$ cat src/rtl/seq_ctrl_fsm.sv
// Slot-table sequencer: walks rows 0..end_cnt, issues MM2S/S2MM commands per row,
// waits for both completions, then writes per-slot status and a cycle profile back.
module seq_ctrl_fsm #(
   parameter int INDEX_WIDTH       = 2,
   parameter int SRC_ADDR_WIDTH    = 32,
   parameter int SRC_SIZE_WIDTH    = 26,
   parameter int DST_ADDR_WIDTH    = 32,
   parameter int DST_SIZE_WIDTH    = 26,
   parameter int SLOT_STATUS_WIDTH = 2,
   parameter int PROFILE_WIDTH     = 32,
   parameter int CONTROL_WIDTH     = 4,
   parameter int STATUS_WIDTH      = 4,
   parameter int CNT_WIDTH         = INDEX_WIDTH
) (
   input  logic                         clk,
   input  logic                         reset,
   input  logic [CONTROL_WIDTH-1:0]     inp_control,
   input  logic                         set_control,
   input  logic [CNT_WIDTH-1:0]         inp_endCnt,
   input  logic                         set_endCnt,
   output logic [STATUS_WIDTH-1:0]      bank0_status,
   output logic [CNT_WIDTH-1:0]         cur_cnt,
   output logic [INDEX_WIDTH-1:0]       slot_rd_index,
   input  logic [SRC_ADDR_WIDTH-1:0]    slot_src_addr,
   input  logic [SRC_SIZE_WIDTH-1:0]    slot_src_size,
   input  logic [DST_ADDR_WIDTH-1:0]    slot_des_addr,
   input  logic [DST_SIZE_WIDTH-1:0]    slot_des_size,
   output logic [INDEX_WIDTH-1:0]       slot_wr_index,
   output logic [SLOT_STATUS_WIDTH-1:0] slot_wr_status,
   output logic                         slot_set_status,
   output logic [PROFILE_WIDTH-1:0]     slot_wr_profile,
   output logic                         slot_set_profile,
   output logic                         mm2s_cmd_valid,
   input  logic                         mm2s_cmd_ready,
   output logic [SRC_ADDR_WIDTH-1:0]    mm2s_cmd_addr,
   output logic [SRC_SIZE_WIDTH-1:0]    mm2s_cmd_size,
   output logic                         s2mm_cmd_valid,
   input  logic                         s2mm_cmd_ready,
   output logic [DST_ADDR_WIDTH-1:0]    s2mm_cmd_addr,
   output logic [DST_SIZE_WIDTH-1:0]    s2mm_cmd_size,
   input  logic                         mm2s_done,
   input  logic                         s2mm_done
);

   typedef enum logic [2:0] {S_IDLE, S_LOAD, S_CMD, S_WAIT, S_WB} state_t;

   localparam logic [SLOT_STATUS_WIDTH-1:0] SLOT_DONE = SLOT_STATUS_WIDTH'(2'b10);
   localparam logic [SLOT_STATUS_WIDTH-1:0] SLOT_SKIP = SLOT_STATUS_WIDTH'(2'b11);

   state_t                         state_q;
   logic [CNT_WIDTH-1:0]           cnt_q;
   logic [CNT_WIDTH-1:0]           end_cnt_q;
   logic [PROFILE_WIDTH-1:0]       prof_q;
   logic [PROFILE_WIDTH-1:0]       prof_d;
   logic                           busy_q;
   logic                           done_q;
   logic                           aborted_q;
   logic                           loop_q;
   logic                           abort_pend_q;
   logic [SRC_ADDR_WIDTH-1:0]      src_addr_q;
   logic [SRC_SIZE_WIDTH-1:0]      src_size_q;
   logic [DST_ADDR_WIDTH-1:0]      des_addr_q;
   logic [DST_SIZE_WIDTH-1:0]      des_size_q;
   logic                           mm2s_vld_q;
   logic                           s2mm_vld_q;
   logic                           mm2s_hs_q;
   logic                           s2mm_hs_q;
   logic                           mm2s_dn_q;
   logic                           s2mm_dn_q;
   logic [INDEX_WIDTH-1:0]         wr_index_q;
   logic [SLOT_STATUS_WIDTH-1:0]   wr_status_q;
   logic [PROFILE_WIDTH-1:0]       wr_profile_q;
   logic                           set_status_q;
   logic                           set_profile_q;

   logic ctl_start, ctl_stop, ctl_loop, ctl_clear;
   logic req_mm2s, req_s2mm;
   logic mm2s_issued, s2mm_issued;
   logic mm2s_fin, s2mm_fin;
   logic last_row;

   assign ctl_start = set_control & inp_control[0];
   assign ctl_stop  = set_control & inp_control[1];
   assign ctl_loop  = inp_control[2];
   assign ctl_clear = set_control & inp_control[3];

   // A zero-size channel is never issued and never waited on.
   assign req_mm2s = (src_size_q != '0);
   assign req_s2mm = (des_size_q != '0);

   assign mm2s_issued = ~req_mm2s | mm2s_hs_q | (mm2s_vld_q & mm2s_cmd_ready);
   assign s2mm_issued = ~req_s2mm | s2mm_hs_q | (s2mm_vld_q & s2mm_cmd_ready);
   assign mm2s_fin    = ~req_mm2s | mm2s_dn_q | (mm2s_hs_q & mm2s_done);
   assign s2mm_fin    = ~req_s2mm | s2mm_dn_q | (s2mm_hs_q & s2mm_done);

   assign last_row = (cnt_q == end_cnt_q);
   assign prof_d   = (&prof_q) ? prof_q : prof_q + 1'b1;

   always_ff @(posedge clk or negedge reset) begin
      if (!reset) begin
         state_q       <= S_IDLE;
         cnt_q         <= '0;
         end_cnt_q     <= '0;
         prof_q        <= '0;
         busy_q        <= 1'b0;
         done_q        <= 1'b0;
         aborted_q     <= 1'b0;
         loop_q        <= 1'b0;
         abort_pend_q  <= 1'b0;
         src_addr_q    <= '0;
         src_size_q    <= '0;
         des_addr_q    <= '0;
         des_size_q    <= '0;
         mm2s_vld_q    <= 1'b0;
         s2mm_vld_q    <= 1'b0;
         mm2s_hs_q     <= 1'b0;
         s2mm_hs_q     <= 1'b0;
         mm2s_dn_q     <= 1'b0;
         s2mm_dn_q     <= 1'b0;
         wr_index_q    <= '0;
         wr_status_q   <= '0;
         wr_profile_q  <= '0;
         set_status_q  <= 1'b0;
         set_profile_q <= 1'b0;
      end else begin
         set_status_q  <= 1'b0;
         set_profile_q <= 1'b0;
         if (ctl_stop && busy_q) begin
            abort_pend_q <= 1'b1;
         end

         case (state_q)
            S_IDLE: begin
               if (set_endCnt) begin
                  end_cnt_q <= inp_endCnt;
               end
               if (ctl_start) begin
                  cnt_q        <= '0;
                  busy_q       <= 1'b1;
                  loop_q       <= ctl_loop;
                  done_q       <= 1'b0;
                  aborted_q    <= 1'b0;
                  abort_pend_q <= 1'b0;
                  state_q      <= S_LOAD;
               end else if (ctl_clear) begin
                  done_q    <= 1'b0;
                  aborted_q <= 1'b0;
               end
            end

            S_LOAD: begin
               src_addr_q <= slot_src_addr;
               src_size_q <= slot_src_size;
               des_addr_q <= slot_des_addr;
               des_size_q <= slot_des_size;
               mm2s_hs_q  <= 1'b0;
               s2mm_hs_q  <= 1'b0;
               mm2s_dn_q  <= 1'b0;
               s2mm_dn_q  <= 1'b0;
               prof_q     <= '0;
               if (abort_pend_q) begin
                  aborted_q    <= 1'b1;
                  busy_q       <= 1'b0;
                  abort_pend_q <= 1'b0;
                  state_q      <= S_IDLE;
               end else if (slot_src_size == '0 && slot_des_size == '0) begin
                  wr_index_q    <= cnt_q;
                  wr_status_q   <= SLOT_SKIP;
                  wr_profile_q  <= '0;
                  set_status_q  <= 1'b1;
                  set_profile_q <= 1'b1;
                  state_q       <= S_WB;
               end else begin
                  mm2s_vld_q <= (slot_src_size != '0);
                  s2mm_vld_q <= (slot_des_size != '0);
                  state_q    <= S_CMD;
               end
            end

            S_CMD: begin
               prof_q <= prof_d;
               if (mm2s_vld_q && mm2s_cmd_ready) begin
                  mm2s_vld_q <= 1'b0;
                  mm2s_hs_q  <= 1'b1;
               end
               if (s2mm_vld_q && s2mm_cmd_ready) begin
                  s2mm_vld_q <= 1'b0;
                  s2mm_hs_q  <= 1'b1;
               end
               // Fast DMAs may finish a channel before the other has been accepted.
               if (mm2s_hs_q && mm2s_done) begin
                  mm2s_dn_q <= 1'b1;
               end
               if (s2mm_hs_q && s2mm_done) begin
                  s2mm_dn_q <= 1'b1;
               end
               if (mm2s_issued && s2mm_issued) begin
                  state_q <= S_WAIT;
               end
            end

            S_WAIT: begin
               prof_q <= prof_d;
               if (mm2s_hs_q && mm2s_done) begin
                  mm2s_dn_q <= 1'b1;
               end
               if (s2mm_hs_q && s2mm_done) begin
                  s2mm_dn_q <= 1'b1;
               end
               if (mm2s_fin && s2mm_fin) begin
                  wr_index_q    <= cnt_q;
                  wr_status_q   <= SLOT_DONE;
                  wr_profile_q  <= prof_d;
                  set_status_q  <= 1'b1;
                  set_profile_q <= 1'b1;
                  state_q       <= S_WB;
               end
            end

            S_WB: begin
               if (abort_pend_q) begin
                  aborted_q    <= 1'b1;
                  busy_q       <= 1'b0;
                  abort_pend_q <= 1'b0;
                  state_q      <= S_IDLE;
               end else if (!last_row) begin
                  cnt_q   <= cnt_q + 1'b1;
                  state_q <= S_LOAD;
               end else if (loop_q) begin
                  cnt_q   <= '0;
                  state_q <= S_LOAD;
               end else begin
                  done_q       <= 1'b1;
                  busy_q       <= 1'b0;
                  abort_pend_q <= 1'b0;
                  state_q      <= S_IDLE;
               end
            end

            default: begin
               state_q <= S_IDLE;
            end
         endcase
      end
   end

   assign bank0_status     = {loop_q, aborted_q, done_q, busy_q};
   assign cur_cnt          = cnt_q;
   assign slot_rd_index    = cnt_q;
   assign slot_wr_index    = wr_index_q;
   assign slot_wr_status   = wr_status_q;
   assign slot_set_status  = set_status_q;
   assign slot_wr_profile  = wr_profile_q;
   assign slot_set_profile = set_profile_q;
   assign mm2s_cmd_valid   = mm2s_vld_q;
   assign mm2s_cmd_addr    = src_addr_q;
   assign mm2s_cmd_size    = src_size_q;
   assign s2mm_cmd_valid   = s2mm_vld_q;
   assign s2mm_cmd_addr    = des_addr_q;
   assign s2mm_cmd_size    = des_size_q;

endmodule

$ cat config.mk
export PLATFORM = sky130hd
export DESIGN_NAME = seq_ctrl_fsm
export DESIGN_NICKNAME = d
export VERILOG_FILES = /design/src/rtl/seq_ctrl_fsm.sv
export SDC_FILE = /design/constraint.sdc
export NUM_CORES = 1
export LEC_CHECK = 0
export ABC_AREA = 0
export ABC_CLOCK_PERIOD_IN_PS = 3750
export BUFFER_PORTS_ARGS = -buffer_cell sky130_fd_sc_hd__buf_2
export CORE_MARGIN = 2
export CORE_UTILIZATION = 44
export DETAILED_ROUTE_END_ITERATION = 8
export GPL_ROUTABILITY_DRIVEN = 0
export GPL_TIMING_DRIVEN = 0
export HOLD_SLACK_MARGIN = 0.03
export PLACE_DENSITY = 0.7
export SKIP_LAST_GASP = 1
export SYNTH_ARGS = -nofsm -noshare
export SYNTH_HDL_FRONTEND = slang
export SYNTH_SLANG_ARGS = --single-unit
$ cat constraint.sdc
create_clock -name clk -period 3.75 [get_ports clk]
set_input_delay 0.75 -clock clk [delete_from_list [all_inputs] [get_ports clk]]
set_output_delay 0.75 -clock clk [all_outputs]
set_load 0.05 [all_outputs]
After elaboration in Yosys (flattened, before gate mapping)
Cells that the tools add are included.

Bits of input ports: 130. Output and inout port bits: 164. Register bits: 203.

$add $sub $neg: 2. Bitwise operators: 17. Reductions and logical operators: 38. Mux-type cells: 69. Equal/unequal tests: 24.

Operators with widths (number): $mux W32 (4); $pmux W32 S2 (2); $reduce_bool A26 Y1 (4); $logic_not A26 Y1 (2); $mux W1 (33); $add A32 B1 Y32 const B (1); $reduce_and A32 Y1 (1); $ne A2 B2 Y1 const B (12); $mux W2 (10); $pmux W1 S2 (9); $reduce_and A4 Y1 (4); $mux W3 (5); $pmux W3 S5 (1); $ne A3 B3 Y1 const B (4); $pmux W2 S2 (3); $reduce_and A2 Y1 (6); $reduce_and A5 Y1 (2); $reduce_bool A2 Y1 (5); $logic_and A1 B1 Y1 (8); $or A1 B1 Y1 (8); $and A1 B1 Y1 (7); $eq A3 B2 Y1 const B (2); $ne A2 B1 Y1 const B (3); $pmux W1 S3 (2); 9 further kinds (12).

Logic depth before layout (Yosys ltp)
Word-level depth: 7. Gate-level depth with buffers: 8. Gate-level depth less buffers: 7.

Worst setup path after synthesis
OpenSTA, ideal clock, no wires.

Path kind: flip-flop to flip-flop. From: reg src_size_q[1] (netlist: mm2s_cmd_size[1]). To: reg wr_index_q[0] (netlist: slot_wr_index[0]). Arrival time: 2073 ps. Buffers on the path: 1. Data required time: 3625 ps. Path slack: 1552 ps. Cell stages (with the launch flop): 8. Cell sequence: dfrtp_1 > nor4_1 > nand4_1 > o21ai_0 > o2111ai_1 > clkbuf_1 > nand2_1 > mux2_2.

Longest elaborated chain between the ends: 7.

Ends and longest elaborated chain: start, declared (line 61) `logic [SRC_SIZE_WIDTH-1:0] src_size_q;`; start signal, assigned (line 153) `src_size_q <= slot_src_size;`; $reduce_bool A26 Y1 (line 88) `assign req_mm2s = (src_size_q != '0);`; $not A1 Y1 (line 93) `assign mm2s_fin = ~req_mm2s | mm2s_dn_q | (mm2s_hs_q & mm2s_done);`; $or A1 B1 Y1 (2 in a row) (line 93); $logic_and A1 B1 Y1 (line 210) `if (mm2s_fin && s2mm_fin) begin`; $ne A2 B2 Y1 (no line); $reduce_and A4 Y1 (no line); end signal, assigned (line 167) `wr_index_q <= cnt_q;`; end signal, assigned (line 211) `wr_index_q <= cnt_q;`; end, declared (line 70) `logic [INDEX_WIDTH-1:0] wr_index_q;`.

No other way between the ends. A chain may end at the register's enable or synchronous reset.

Worst setup path in the final report
From: reg src_size_q[1] (netlist: mm2s_cmd_size[1]). To: reg wr_profile_q[10] (netlist: slot_wr_profile[10]).

Longest elaborated chain between the ends: 7.

Ends and longest elaborated chain: $reduce_bool A26 Y1 (line 88); $not A1 Y1 (line 93); $or A1 B1 Y1 (2 in a row) (line 93); $logic_and A1 B1 Y1 (line 210); $ne A2 B2 Y1 (no line); $reduce_and A4 Y1 (no line); end signal, assigned (line 213) `wr_profile_q <= prof_d;`; end, declared (line 72) `logic [PROFILE_WIDTH-1:0] wr_profile_q;`.

No other way between the ends.

==> key figures <==
Run status
  • Status: completed

Power and ir drop
  • Power share of the clock group: 0.198
  • Leakage: 5.457 nW
  • Comb power frac: 0.514
  • Worst vdd ir: 0.9698 mV
  • Seq pwr share: 0.288
  • Sw frac: 0.4755
  • Power per standard cell area: 1043 mW/mm²
  • Psw: 5.855 mW
  • Int Pwr: 6.460 mW

Drt
  • Via-to-Cell Ratio: 5.424
  • Pre-Repair DR Iteration Count: 5
  • Wire per inst: 18.42 µm
  • DRC errors left: 0
  • Drt total wl: 25670 µm
  • Vias: 7561
  • Number of DRC markers in iteration 0: 341
  • Antenna Nets Post-Route: 0

Floorplanning
  • Initial Util: 0.4497
  • Num ports: 294
  • Die Ht: 148.0 µm
  • Rows: 52
  • Die area: 0.02192 mm²
  • Core ar.: 0.02030 mm²
  • DIE WIDTH: 148.0 µm

CTS
  • Post-CTS Setup Inserts: 0
  • Clk slew on worst S/H paths: 60 ps
  • CTS root buf: clkbuf_16
  • CTS max path bufs: 3
  • Htree depth: 1
  • CTS Sinks: 203
  • Skew-Pair Late Insertion Delay: 510 ps
  • Post-cts sizing count: 0
  • CTS tree: done
  • CTS buffer count: 23
  • Cts hold-fix bufs: 0

Place
  • DP Worst Slack: 819.6 ps
  • DP HPWL: 19050 µm
  • PortBufs: 293

Synth
  • EDFF count, synth: 0
  • Mapped Area: 0.009129 mm²
  • Syn Nets: 916
  • Syn Area/Cell: 11.63 µm²
  • Area leader, netlist: dfrtp_1
  • Largest cells by area after synthesis: dfrtp_1, mux2_2, o21ai_0
  • Post-synth cell types: 59
  • Sequential cell area fraction in the yosys report: 0.5565
  • Yosys top cell area share: 0.5565
  • Fraction of registers with async set/reset: 1.000
  • Seq cells post-synth: 203
  • Cells after Synth: 785
  • Synth warn: 0
  • Top_reg_cell synth: dfrtp_1

GRT
  • Initial antenna violation count: 3
  • First-pass GRT wire length: 40770 µm
  • GRT Overall Usage: 0.2318
  • GR Layer Usage met1: 0.2917
  • Largest net degree at the start of global routing: 104
  • GRT Residual Overflow: 0
  • Gr busiest metal: met2
  • GRT met3 Usage: 0.06173
  • Vias in the first global route: 7596
  • Met2 usage: 0.3954

Critical path
  • Critical path arrival: 3180 ps
  • WS Path Type: flip-flop to flip-flop
  • Worst setup SP type: flip-flop
  • Worst-case reg-to-reg path depth: 8
  • FF-to-FF Start: mm2s_cmd_size[1]$_DFFE_PN0P_
  • CP Max Fanout: 10
  • WP data required: 4110 ps
  • Flop2flop setup slack: 930 ps
  • Crit end category: flip-flop
  • Reg2reg end: slot_wr_profile[10]$_DFFE_PN0P_

STA
  • Hold WS: 269.5 ps
  • Final Hold Viols: 0
  • RSZ-0062 raised after global routing: false
  • Least-Margin Pin Slew: 820.7 ps
  • Setup TNS: 0 ps
  • Count of final max-slew check failures: 0
  • Relative slew slack: 0.4528
  • Setup WS post-layout: 930.0 ps
  • Max Freq: 354.6 MHz
  • Clk_skew: 18.23 ps
  • Setup violators final: 0
  • Post-layout min period: 2820 ps
  • Tcrit/Tclk final: 0.7520

Finish
  • Commonest non-fill, non-tap cell in the layout: buf_2
  • Final net count: 1235
  • Most frequent cells in the layout: buf_2, dfrtp_1, mux2_2
  • Fill count: 1785
  • Area grow syn2layout: 29.37%
  • Share of layout cells above drive strength 1: 0.4398
  • Storage cell area: 0.005080 mm²
  • Final core occ: 0.5818
  • Multi-input gate area: 0.003764 mm²

Flow run
  • Max cap viols: 0

Min path
  • Worst Hold Class: input pin to async pin
through the flow:
step | instances | cell area (µm²) | total power [mW]
global placement | 1348 | 10930 | 9.813
detailed placement | 1349 | 10970 | 9.929
floorplan | 785 | 9129 | 8.274
finish | 1394 | 11810 | 12.31
global route | 1394 | 11810 | 12.92
CTS | 1391 | 11800 | 12.40
registers in the layout, summed over array words and instances (netlist names), 3 cells and up:
register	count
mm2s_cmd_addr	32
mm2s_cmd_size	26
prof_q	32
s2mm_cmd_addr	32
s2mm_cmd_size	26
slot_wr_profile	32
state_q	3
per-layer routing:
| layer | routed length (µm) | vias up |
|---|---|---|
| met1 | 10430 | 3721 |
| met5 | 0 | - |
| met3 | 1951 | 39 |
| met2 | 12630 | 265 |
| met4 | 656 | 0 |
| li1 | - | 3536 |
worst max-delay path, cell delays in order (launching register included):
cell and delay, ps:
dfrtp_1 390, nor4_1 370, nand4_1 280, o21ai_0 310, o2111ai_1 320, clkbuf_1 370, clkbuf_1 370, nand3_1 180
o21ai_0 100
power groups by stage:
| stage | Combinational (mW) | Sequential, mW | Clock (mW) |
|---|---|---|---|
| floorplan | 2.29 | 5.99 | 0 |
| global placement | 6.28 | 3.54 | 0 |
| detailed placement | 6.36 | 3.57 | 0 |
| CTS | 6.37 | 3.55 | 2.48 |
| global route | 6.69 | 3.66 | 2.57 |
| finish | 6.33 | 3.55 | 2.44 |
worst max-delay path by stage:
stage / slack [ps] / end / from / cells past startpoint
after detailed placement: 820 / slot_wr_profile[25]$_DFFE_PN0P_ / slot_src_size[7] / 8
after global placement: -1590 / s2mm_cmd_addr[17]$_DFFE_PN0P_ / reset / 1
final: 930 / slot_wr_profile[10]$_DFFE_PN0P_ / mm2s_cmd_size[1]$_DFFE_PN0P_ / 8
after global routing: 630 / slot_wr_profile[10]$_DFFE_PN0P_ / mm2s_cmd_size[1]$_DFFE_PN0P_ / 8
after floorplan: 1550 / slot_wr_index[0]$_DFFE_PN0P_ / mm2s_cmd_size[1]$_DFFE_PN0P_ / 7
after CTS: 920 / slot_wr_profile[10]$_DFFE_PN0P_ / mm2s_cmd_size[1]$_DFFE_PN0P_ / 8
cells by family (layout without fill, tap and decap cells):
logic type | after synthesis | after routing | synth area share
flops | 203 | 203 | 0.5565
simple gates | 197 | 197 | 0.1173
compound gates | 171 | 171 | 0.1155
mux | 122 | 122 | 0.1502
buf+inv | 62 | 398 | 0.03125
xor+xnor | 29 | 29 | 0.02782
fa+ha+maj | 1 | 1 | 0.001370
other cells | 0 | 3 | 0
final cells by class:
class                           count  area share
Sequential cell                   203      0.4301
Inverter                            8    0.002543
Clock buffer                       30     0.05604
Antenna cell                        3   0.0006357
Timing Repair Buffer              294      0.1273
Tap cell                          270     0.02860
Buffer                             54     0.02161
Clock inverter                     12     0.01441
Multi-Input combinational cell    520      0.3187
synth_stat cells (8+ instances only):
| library cell | count |
|---|---|
| dfrtp_1 | 203 |
| buf_2 | 10 |
| inv_1 | 8 |
| nand2_1 | 40 |
| nand3_1 | 50 |
| mux2_2 | 120 |
| xnor2_1 | 13 |
| clkbuf_1 | 33 |
| o31ai_1 | 13 |
| xor2_1 | 16 |
| nor4_1 | 27 |
| a21oi_1 | 22 |
| a31oi_1 | 22 |
| nor2_1 | 28 |
| o21ai_0 | 76 |
| nand4_1 | 14 |
| buf_4 | 8 |
Note: power is estimated with default switching activity, not from simulation.
